**src/rtl/ram_stream_reader.sv**
```systemverilog
// Burst read controller for a 1-cycle-latency simple dual-port RAM.
// Issues reads for a start_addr/count command and presents the words as a valid/ready stream.
module ram_stream_reader #(
  parameter  int SIZE  = 8,
  parameter  int DEPTH = 8,
  localparam int AW    = $clog2(DEPTH)
) (
  input  logic            clk,
  input  logic            rst_n,
  input  logic            start,
  input  logic [AW-1:0]   start_addr,
  input  logic [AW:0]     count,
  input  logic            abort,
  output logic [AW-1:0]   raddr,
  input  logic [SIZE-1:0] read_data,
  output logic [SIZE-1:0] out_data,
  output logic            out_valid,
  input  logic            out_ready,
  output logic            busy,
  output logic            done
);

  typedef enum logic [1:0] {IDLE, RUN, DRAIN} state_t;

  state_t          state;
  state_t          state_next;
  logic            done_next;
  logic [AW:0]     remaining;
  logic            inflight;
  logic [1:0]      buf_count;
  logic [SIZE-1:0] slot0;
  logic [SIZE-1:0] slot1;

  logic            pop;
  logic            issue;
  logic            flush;
  logic            accept_start;
  logic [2:0]      occupancy;
  logic [AW-1:0]   raddr_inc;

  assign out_valid    = (buf_count != 2'd0);
  assign out_data     = slot0;
  assign busy         = (state != IDLE);
  assign pop          = out_valid & out_ready;
  assign flush        = abort & (state != IDLE);
  assign accept_start = start & ~abort & (state == IDLE);
  // Words that will sit in the skid buffer after this edge, counting the read already in flight.
  assign occupancy    = {1'b0, buf_count} + {2'b00, inflight} - {2'b00, pop};
  assign issue        = (state == RUN) & (remaining != '0) & (occupancy <= 3'd1) & ~abort;
  assign raddr_inc    = (raddr == AW'(DEPTH - 1)) ? '0 : raddr + 1'b1;

  always_ff @(posedge clk or negedge rst_n) begin
    if (!rst_n) begin
      state <= IDLE;
      done  <= 1'b0;
    end else begin
      state <= state_next;
      done  <= done_next;
    end
  end

  always_comb begin
    state_next = state;
    done_next  = 1'b0;
    case (state)
      IDLE: begin
        if (accept_start) begin
          if (count == '0) done_next = 1'b1;
          else             state_next = RUN;
        end
      end
      RUN: begin
        if (abort)                                        state_next = IDLE;
        else if (issue && remaining == (AW + 1)'(1))      state_next = DRAIN;
      end
      DRAIN: begin
        if (abort) begin
          state_next = IDLE;
        end else if (pop && buf_count == 2'd1 && !inflight) begin
          state_next = IDLE;
          done_next  = 1'b1;
        end
      end
      default: state_next = IDLE;
    endcase
  end

  always_ff @(posedge clk or negedge rst_n) begin
    if (!rst_n) begin
      raddr     <= '0;
      remaining <= '0;
      inflight  <= 1'b0;
      buf_count <= 2'd0;
      slot0     <= '0;
      slot1     <= '0;
    end else if (flush) begin
      // The pending RAM result is dropped by clearing inflight.
      remaining <= '0;
      inflight  <= 1'b0;
      buf_count <= 2'd0;
    end else begin
      if (accept_start) begin
        raddr     <= start_addr;
        remaining <= count;
      end else if (issue) begin
        raddr     <= raddr_inc;
        remaining <= remaining - 1'b1;
      end
      inflight <= issue;

      case ({inflight, pop})
        2'b10: begin
          if (buf_count == 2'd0) slot0 <= read_data;
          else                   slot1 <= read_data;
          buf_count <= buf_count + 2'd1;
        end
        2'b01: begin
          slot0     <= slot1;
          buf_count <= buf_count - 2'd1;
        end
        2'b11: begin
          if (buf_count == 2'd1) begin
            slot0 <= read_data;
          end else begin
            slot0 <= slot1;
            slot1 <= read_data;
          end
        end
        default: ;
      endcase
    end
  end

endmodule

```
**config.mk**
```make
export PLATFORM = sky130hd
export DESIGN_NAME = ram_stream_reader
export DESIGN_NICKNAME = d
export VERILOG_FILES = /design/src/rtl/ram_stream_reader.sv
export SDC_FILE = /design/constraint.sdc
export NUM_CORES = 1
export LEC_CHECK = 0
export BUFFER_PORTS_ARGS = -buffer_cell sky130_fd_sc_hd__buf_2
export CORE_UTILIZATION = 48
export DETAILED_ROUTE_END_ITERATION = 6
export HOLD_SLACK_MARGIN = 0.08
export MAX_ROUTING_LAYER = met4
export PLACE_DENSITY = 0.78
export SLEW_MARGIN = 20
export SYNTH_ARGS = -nofsm -noshare
export SYNTH_HDL_FRONTEND = slang
export SYNTH_SLANG_ARGS = --single-unit
```
**constraint.sdc**
```tcl
create_clock -name clk -period 3.02 [get_ports clk]
set_input_delay 0.453 -clock clk [delete_from_list [all_inputs] [get_ports clk]]
set_output_delay 0.453 -clock clk [all_outputs]
set_load 0.01 [all_outputs]
```
**Yosys cells after proc, flatten, opt, wreduce, memory -nomap -nowiden**

Cells that the tools add are included.

- Equality and inequality tests: 15
- Add/subtract/negate cells: 6
- Reductions and logical operators: 19
- Multiplexer cells: 27
- Bitwise logic cells: 9
- $lt $le $gt $ge: 1

Operators by type and width:

| kind | number |
|---|---|
| $mux 8 | 4 |
| $pmux 8 s3 | 1 |
| $pmux 8 s2 | 1 |
| $mux 2 | 7 |
| $mux 4 | 3 |
| $ne 2x2->1 const B | 5 |
| $mux 3 | 3 |
| $reduce_bool 3->1 | 3 |
| $reduce_and 4->1 | 2 |
| $reduce_bool 2->1 | 4 |
| $and 1x1->1 | 7 |
| $eq 2x1->1 const B | 3 |
| $eq 2x2->1 const B | 3 |
| $pmux 2 s3 | 1 |
| $mux 1 | 5 |
| $eq 4x1->1 const B | 1 |
| $logic_not 2->1 | 2 |
| $logic_not 4->1 | 1 |
| $pmux 2 s2 | 1 |
| $reduce_bool 4->1 | 1 |
| $sub 4x1->4 const B | 1 |
| $add 2x1->3 | 1 |
| $add 3x1->3 const B | 1 |
| $eq 3x3->1 const B | 1 |
| other kinds (12) | 15 |

- Output and inout bits: 14
- Input bits: 20
- Logic and storage cells: 85
- Register bits: 29

**Logic depth before layout (Yosys ltp)**

Gate-level depths: netlist (run 1).

- Depth after elaboration: 10
- Mapped depth: 12

**Worst setup path after synthesis (run 1)**

No wires, ideal clock.

- Path kind: reg-to-reg
- Start: register buf_count[1]
- End: register raddr[0]
- Buffers on the path: 1
- Path slack: 0.209 ns
- Data arrival time: 2.729 ns
- Stages on the path, launching flop included: 13
- Library setup time: 0.082 ns
- Cells stage by stage: dfrtp_1 -> inv_1 -> ha_1 -> nand2b_1 -> xnor2_1 -> ha_1 -> inv_1 -> fa_1 -> and4bb_1 -> o311ai_1 -> buf_6 -> or3_1 -> a31oi_1

- Cells in the longest elaborated chain, start to end: 8
- Elaborated cells on any way between the ends: 9

RTL lines:

| what | line | RTL |
|---|---|---|
| from (decl) | 30 | `logic [1:0] buf_count;` |
| from (signal assigned) | 115 | `buf_count <= buf_count + 2'd1;` |
| from (signal assigned) | 119 | `buf_count <= buf_count - 2'd1;` |
| branches (longest 2 deep; another with $add 2x1->3) | -- |  |
| $sub 3x1->3 (*) | 48 | `assign occupancy = {1'b0, buf_count} + {2'b00, inflight} - {2'b00, pop};` |
| $le 3x1->1 (*) | 49 | `assign issue = (state == RUN) & (remaining != '0) & (occupancy <= 3'd1) & ~abort;` |
| $and 1x1->1 (*) (2 in series) | 49 |  |
| $reduce_bool 2->1 (no source line) (*) | -- |  |
| $reduce_and 2->1 (no source line) (*) | -- |  |
| to (signal assigned) | 103 | `raddr <= start_addr;` |
| to (signal assigned) | 106 | `raddr <= raddr_inc;` |
| to (decl) | 14 | `output logic [AW-1:0] raddr,` |

Every way passes the cells marked *.
A chain may end at the register's enable or synchronous reset.

**Final worst setup path (run 1)**

- Start: register buf_count[0]
- End: register remaining[3]

- Cells in the longest elaborated chain, start to end: 7
- Elaborated cells on any way between the ends: 8

RTL lines:

| what | line | RTL |
|---|---|---|
| branches (longest 2 deep; another with $add 2x1->3) | -- |  |
| $sub 3x1->3 (*) | 48 |  |
| $le 3x1->1 (*) | 49 |  |
| $and 1x1->1 (*) (2 in series) | 49 |  |
| $reduce_bool 3->1 (no source line) (*) | -- |  |
| to (signal assigned) | 104 | `remaining <= count;` |
| to (signal assigned) | 107 | `remaining <= remaining - 1'b1;` |
| to (decl) | 28 | `logic [AW:0] remaining;` |

Marked as above.

==> metrics list, run 1 <==
- Run status: finished, final reports clean
* Die height: 59.3 um
- Post-synthesis sequential element count: 29
- Clock H-tree levels: 2
- The final layout contains routed wiring with a total length of between 3 and 4 mm.
* Vias after detailed routing: 1232
- Measured slew at the worst slew-check pin: 0.655 ns
- Die area: approximately 0.0035 mm2
* I/O pin total: 34
* Detailed-route wire length per cell: around 13 um
- Via count of the first global-routing pass: 1232
- The final critical path takes up 95.6% of the cycle.
* Worst setup skew after layout: 0.00761 ns
- GRT overflow: 0
* Placer's final routability congestion estimate: 0.734
- In this run the worst path has a maximum fanout of 5.
- Fraction of final layout cells with drive strength greater than 1: about 33%
- Subtracting the final worst setup slack from the clock period gives 2.89 ns.
* Final hold slack: 0.136 ns
- Total of warnings raised by yosys: 0
- Summed over all nets, the half-perimeter wirelength after detailed placement is 2.25 mm.
- FF+latch area: 727 um2
- The initial antenna violation count came to 0.
- Initial Util: about half
- At the worst endpoint, the required time is 3.26 ns.
- In the global route stage, overall resource usage came out at a little over a fifth.
- The first global-routing pass estimated 5.21 mm of wire.
* Primary FF master, synth: dfrtp_1
- Clock tree synthesis inserted a total of 5 buffers.
- In this run the core area contains 20 standard-cell rows.
- In this run the remaining antenna-violating nets after routing total 0.
- FILL cells: 273
- After detailed routing, the number of remaining DRC violations is 0.
* Hold WC Path Type: in2async
- Post-Synthesis Net Count: 176
- The synthesized netlist contains 39 unique library cells.
- Layout overhead on the synthesized area: 18.6%
* Count of final max-slew check failures: 0
- Data arrives at the worst endpoint at 3.13 ns.
- The multi-input combinational cells in the finished layout cover a total of 781 um2.
* Post-synth top area share: a little under half
- The clock passes through at most 2 buffers.
* Total of buffers placed on input and output ports: 33
* Count of max-cap constraint violations: 0
- Antenna diode count: 0
- Top cell type by total area after synthesis: dfrtp_1
- Area of the core: around 0.003 mm2
* Final net count: 216
- Fin Setup TNS: 0 ns
- LEAKAGE: 0.924 nW
* CTS root buf: clkbuf_4
* Remaining max-slew budget at the tightest pin: 56.4%
* Horizontal extent of the die: 59.3 um
* Pre-CTS WS: ~0.034 ns
- VDD sags by at most 0.461 mV.
* Vias per cell: 5.29
- Maximum frequency from static timing analysis: 0.346 GHz
- In this run, synthesis inferred 0 flip-flops with an integrated enable.
* Capturing element type of the critical path: flop
- Power per unit of standard cell area: 874 mW/mm2
* Setup Viol. Count Final: 0
* Clock tree from TritonCTS: built
* Proportion of synthesized flip-flops having asynchronous set or reset: 100%
* Detailed-routing iteration count for the pre-antenna-repair pass: 4
* Insertion delay of the later-clocked pin in the worst-skew pair: 0.33 ns
- Start-to-end type of the worst setup path: reg2reg
- Average size of a mapped cell: ~11 um2
- The mapped netlist covers 0.00158 mm2.
- The clock drives 29 sinks.
- Entering global routing, the biggest net connects 30 pins.
- Clock-pin slew was measured on the worst setup and hold paths at 0.09 ns.
- Final hold vios: 0
* Setup slack of the critical path after layout: 0.133 ns
* Main area contributors after synthesis: dfrtp_1, mux2i_1, mux2_2, ha_1, a21oi_1
* Gate count after technology mapping: ~150
- For this block, the initial DRC count from the detailed router was 43.
- Proportion of synthesized chip area in sequential cells: roughly 46%
* Kind of start point of the critical path: flop
-- routing by layer --
layer | global-route usage, % | share of wire, % | vias to the layer above
met4 | 8.84 | 1.6 | 0
li1 | - | - | 609
met3 | 6.77 | 4.3 | 6
met1 | 24.4 | 43 | 596
met5 | - | 0 | -
met2 | 34.5 | 52 | 21
-- through the flow --
stage               utilization [%]  instance area, um2  power [mW]  std cells
detailed placement             58.0                1790        1.38        223
CTS                            60.0                1850        1.62        231
global placement               58.0                1790        1.33        223
floorplan                         -                1580        1.14        148
finish                         60.7                1870        1.63        233
global route                   60.7                1870        1.78        233
-- flip-flops by register name, indices dropped and copies added, names as in the netlist --
| name | cells |
|---|---|
| done | 1 |
| raddr | 3 |
| slot1 | 8 |
| buf_count | 2 |
| state | 2 |
| remaining | 4 |
| inflight | 1 |
| out_data | 8 |
-- report_power, final --
part | internal [mW] | leakage [nW] | total, mW | switching (mW)
clock | 0.0884 | 0.0320 | 0.224 | 0.136
sequential | 0.549 | 0.356 | 0.664 | 0.115
combinational | 0.364 | 0.536 | 0.745 | 0.381
-- final timing paths --
kind / depth (start not counted) / endpoint / startpoint / slack (ns)
worst max-delay path: 11 / remaining[3]$_DFFE_PN0P_ / buf_count[0]$_DFFE_PN0P_ / 0.13
worst min-delay path: 1 / state[0]$_DFFE_PN0P_ / rst_n / 0.14
worst max register to register: 11 / remaining[3]$_DFFE_PN0P_ / buf_count[0]$_DFFE_PN0P_ / 0.13
worst min register to register: 1 / slot1[7]$_DFFE_PN0P_ / slot1[7]$_DFFE_PN0P_ / 0.51
max in group asynchronous: 1 / buf_count[0]$_DFFE_PN0P_ / rst_n / 2.42
min in group clk: 3 / raddr[1]$_DFFE_PN0P_ / start_addr[1] / 0.33
-- area by class of cell --
cell class / count / area share [%]
repair buffers: 40 / 11.6
well taps: 44 / 2.95
inverters: 10 / 2.01
flip-flops and latches: 29 / 38.9
clock buffers: 6 / 2.21
clock inverters: 2 / 0.535
multi-input cells: 102 / 41.8
-- kinds of logic (layout without fill, tap and decap cells) --
family | Yosys count | in the layout | synth area share [%]
and+or+nand+nor | 41 | 41 | 14.9
buffers and inverters | 17 | 58 | 5.40
AOI/OAI and AO/OA | 30 | 30 | 11.9
xor gates and xnor gates | 4 | 4 | 2.22
adders and majority gates | 8 | 8 | 6.83
muxes | 19 | 19 | 12.7
DFF | 29 | 29 | 46.0
-- worst max-delay path: stages, from the launching register on --
cell      delay (ns)
dfrtp_2         0.38
inv_1           0.04
ha_1            0.19
nand2b_1        0.19
xnor2_2         0.21
ha_1            0.19
inv_1           0.06
fa_1            0.47
and4bb_1        0.24
o311ai_2        0.17
or4_1           0.42
a211oi_1        0.23
-- placed cells by master, fill, tap and decap left out, types with 2 or more instances in the layout --
master / count
clkinv_2: 2
nand2_1: 7
ha_1: 7
nor4_1: 2
mux2i_1: 11
a211oi_1: 3
clkbuf_4: 5
nor3_1: 2
inv_1: 10
o21ai_0: 5
buf_4: 7
nand2b_1: 2
mux2_2: 8
buf_2: 33
xnor2_1: 2
a21oi_1: 12
nor2_1: 15
dfrtp_1: 28
a31oi_1: 2
-- synth_stat cells, types with 2 or more instances --
| cell type | instances |
|---|---|
| a211oi_1 | 3 |
| a21oi_1 | 12 |
| a31oi_1 | 2 |
| buf_2 | 5 |
| buf_6 | 2 |
| dfrtp_1 | 29 |
| ha_1 | 7 |
| inv_1 | 10 |
| mux2_2 | 8 |
| mux2i_1 | 11 |
| nand2_1 | 7 |
| nand2b_1 | 2 |
| nor2_1 | 15 |
| nor3_1 | 2 |
| nor4_1 | 2 |
| o21ai_0 | 5 |
| o311ai_1 | 2 |
| xnor2_1 | 3 |
-- timing repair --
action                     4_1_cts  5_1_grt
hold buffers                     0        0
setup buffers                    0        2
resized for setup                1        2
setup endpoints to repair        1        8
pin swaps                        0        1
No activity file was read; power rests on OpenSTA's default activity.
==> run 2, diff against run 1 <==
Settings changed: CORE_UTILIZATION 48 to 57, PLACE_DENSITY 0.78 to 0.86.
Clock period 3.02 ns to 3.6 ns, I/O delays scaled along.
==> metrics list, run 2 (synthesis gave the netlist of run 1 again) <==
- Count of final max-slew check failures: 0
- TritonCTS created 5 clock buffers.
* First-pass GRT wire length: roughly 5.6 mm
- CTS saw 29 sinks.
- The analysis attributes to cell leakage a power of 0.919 nW.
- The initial antenna violation count was 0.
- The number of hold violations in the final report is 0.
- The worst pin sits at a relative slew slack of 54.7%.
- Of all nets on the critical path, the largest fanout is 8.
* Placed wire-length estimate after detailed placement: 2.32 mm
* Arrival time at the worst endpoint: 3.52 ns
* Capturing element type of the critical path: flop
- Tcrit/Tclk final: 90.2%
* Die height: 54.6 um
- Area of the core: 0.00254 mm2
- Across the VDD grid, the largest voltage drop is 0.631 mV.
- Setup repair after global routing missed its margin: false
- The top cell types in the final layout, fill and taps aside, are buf_2, dfrtp_1, nor2_1, a21oi_1, mux2i_1.
* GRT overflow: 0
- Insertion delay of the later-clocked pin in the worst-skew pair: between 0.3 and 0.4 ns
- For this configuration, the core starts out at a cell density of 61.9%.
- After detailed routing, the total wire length is ~3.5 mm.
- Summed area of non-filler cells in the final layout: 0.00186 mm2
- Setup slack of the worst register-to-register path: roughly 0.35 ns
- The tightest min-delay check is of the in2async type.
* Vias per cell: a little under 6
- Data on the critical path is required at its endpoint by around 3.9 ns.
- Across the run, the number of max-cap violations was 0.
- Vias after detailed routing: 1267
- Worst reg2reg path startpoint: buf_count[1]$_DFFE_PN0P_
- The congestion estimate from routability-driven global placement came to 0.801.
* Run status: finished, final reports clean
* FF+latch area: between 700 and 800 um2
- In this run the number of H-tree levels came out at 2.
- Between clock sinks in the finished design, the worst skew comes to approximately 0.014 ns.
- Measured slew at the worst slew-check pin: between 0.6 and 0.7 ns
- The final layout contains 210 nets.
* Fraction of final layout cells with drive strength greater than 1: 31.1%
- Start-to-end type of the worst setup path: reg2reg
- The number of setup buffers added after CTS is 0.
* Fin Setup TNS: 0 ns
- CTS root buf: clkbuf_4
- Cell depth of the worst flop-to-flop path: 12
- Deepest clock path buffer count: 2
- During placement, the flow inserted port buffers numbering 33.
- Layout overhead on the synthesized area: 17.7%
- Via count of the first global-routing pass: 1232
* Hold-fix buffers at CTS: 0
- Setup violations remaining at the end of the flow were counted as 0.
* Maximum number of pins on one net before global-route repair: 30
- Timing would allow up to 0.308 GHz.
- Die area: approximately 0.0030 mm2
- The detailed router finished its first iteration with 21 violations.
* Gr usage total: 28.7%
* Antenna-violating nets left: 0
- The worst setup path is launched from a flop.
- The first TritonRoute pass finished after 4 iterations.
- Total area of multi-input combinational cells: a little under 800 um2
* I/O pin total: 34
- The placed instances occupy a cell area of roughly 0.0017 mm2.
- Horizontal extent of the die: 54.6 um
- The worst register-to-register path ends at raddr[0]$_DFFE_PN0P_.
* Clock tree from TritonCTS: built
- In the final routed layout, each cell accounts on average for 16.2 um.
* Min Clock Period, post-route: 3.25 ns
- Number of placement rows: 18
- Most frequent standard cell in the layout excluding fill and tap cells: buf_2
- 0 antenna diodes ended up in the layout.
- After detailed routing, the number of remaining DRC violations is 0.
* Power per unit of standard cell area: 807 mW/mm2
- After clock tree synthesis, the clock-pin slew on the worst setup and hold paths is 0.11 ns.
- FILL cells: 180
## run 2: report_power, final
part           internal [mW]  total, mW  switching, mW
clock network          0.215      0.345          0.131
registers              0.460      0.576          0.117
logic                  0.266      0.575          0.309
## run 2: per-stage QoR
step | total power, mW | hold slack [ns] | worst slack (ns) | std cells | util, %
2_1_floorplan | 0.957 | 0.244 | 0.789 | 148 | -
3_3_place_gp | 1.09 | 0.485 | 0.574 | 205 | 68.3
3_5_place_dp | 1.13 | 0.495 | 0.321 | 205 | 68.3
4_1_cts | 1.48 | 0.238 | 0.229 | 213 | 72.4
5_1_grt | 1.61 | 0.256 | 0.0475 | 213 | 72.9
6_report | 1.50 | 0.193 | 0.354 | 213 | 72.9
## run 2: timing repair
action                                  4_1_cts  5_1_grt
gates resized for setup                       0        2
endpoints found under the hold margin         0        0
endpoints found under the setup margin        0        1
## run 2: worst max path at each step
stage	startpoint	end	slack, ns	cells after the start
2_1_floorplan	buf_count[1]$_DFFE_PN0P_	raddr[0]$_DFFE_PN0P_	0.79	12
3_3_place_gp	buf_count[1]$_DFFE_PN0P_	raddr[0]$_DFFE_PN0P_	0.57	12
3_5_place_dp	buf_count[1]$_DFFE_PN0P_	raddr[0]$_DFFE_PN0P_	0.32	12
4_1_cts	buf_count[1]$_DFFE_PN0P_	raddr[0]$_DFFE_PN0P_	0.23	12
5_1_grt	buf_count[1]$_DFFE_PN0P_	raddr[0]$_DFFE_PN0P_	0.05	12
6_report	buf_count[1]$_DFFE_PN0P_	raddr[0]$_DFFE_PN0P_	0.35	12
## run 2: layout make-up
class                      instances  share of cell area, %
inverter                          10                   2.02
tap                               30                   2.02
timing repair buffer              34                   9.31
clock buffer                       5                   2.02
multi-input combinational        102                   42.0
sequential                        29                   39.1
clock inverter                     3                   3.51
## run 2: critical path: stages, from the launching register on
cell,delay (ns)
dfrtp_1,0.46
inv_1,0.10
ha_1,0.24
nand2b_2,0.27
xnor2_2,0.21
ha_1,0.18
inv_1,0.05
fa_1,0.46
and4bb_1,0.22
o311ai_1,0.21
buf_4,0.24
or3_1,0.33
a31oi_1,0.20
## run 2: layer usage
metal  routed length, um  global-route usage (%)
met1                1470                    33.6
met2                1720                    44.6
met3                 181                    10.0
met4                  84                    12.0
met5                   0                       -
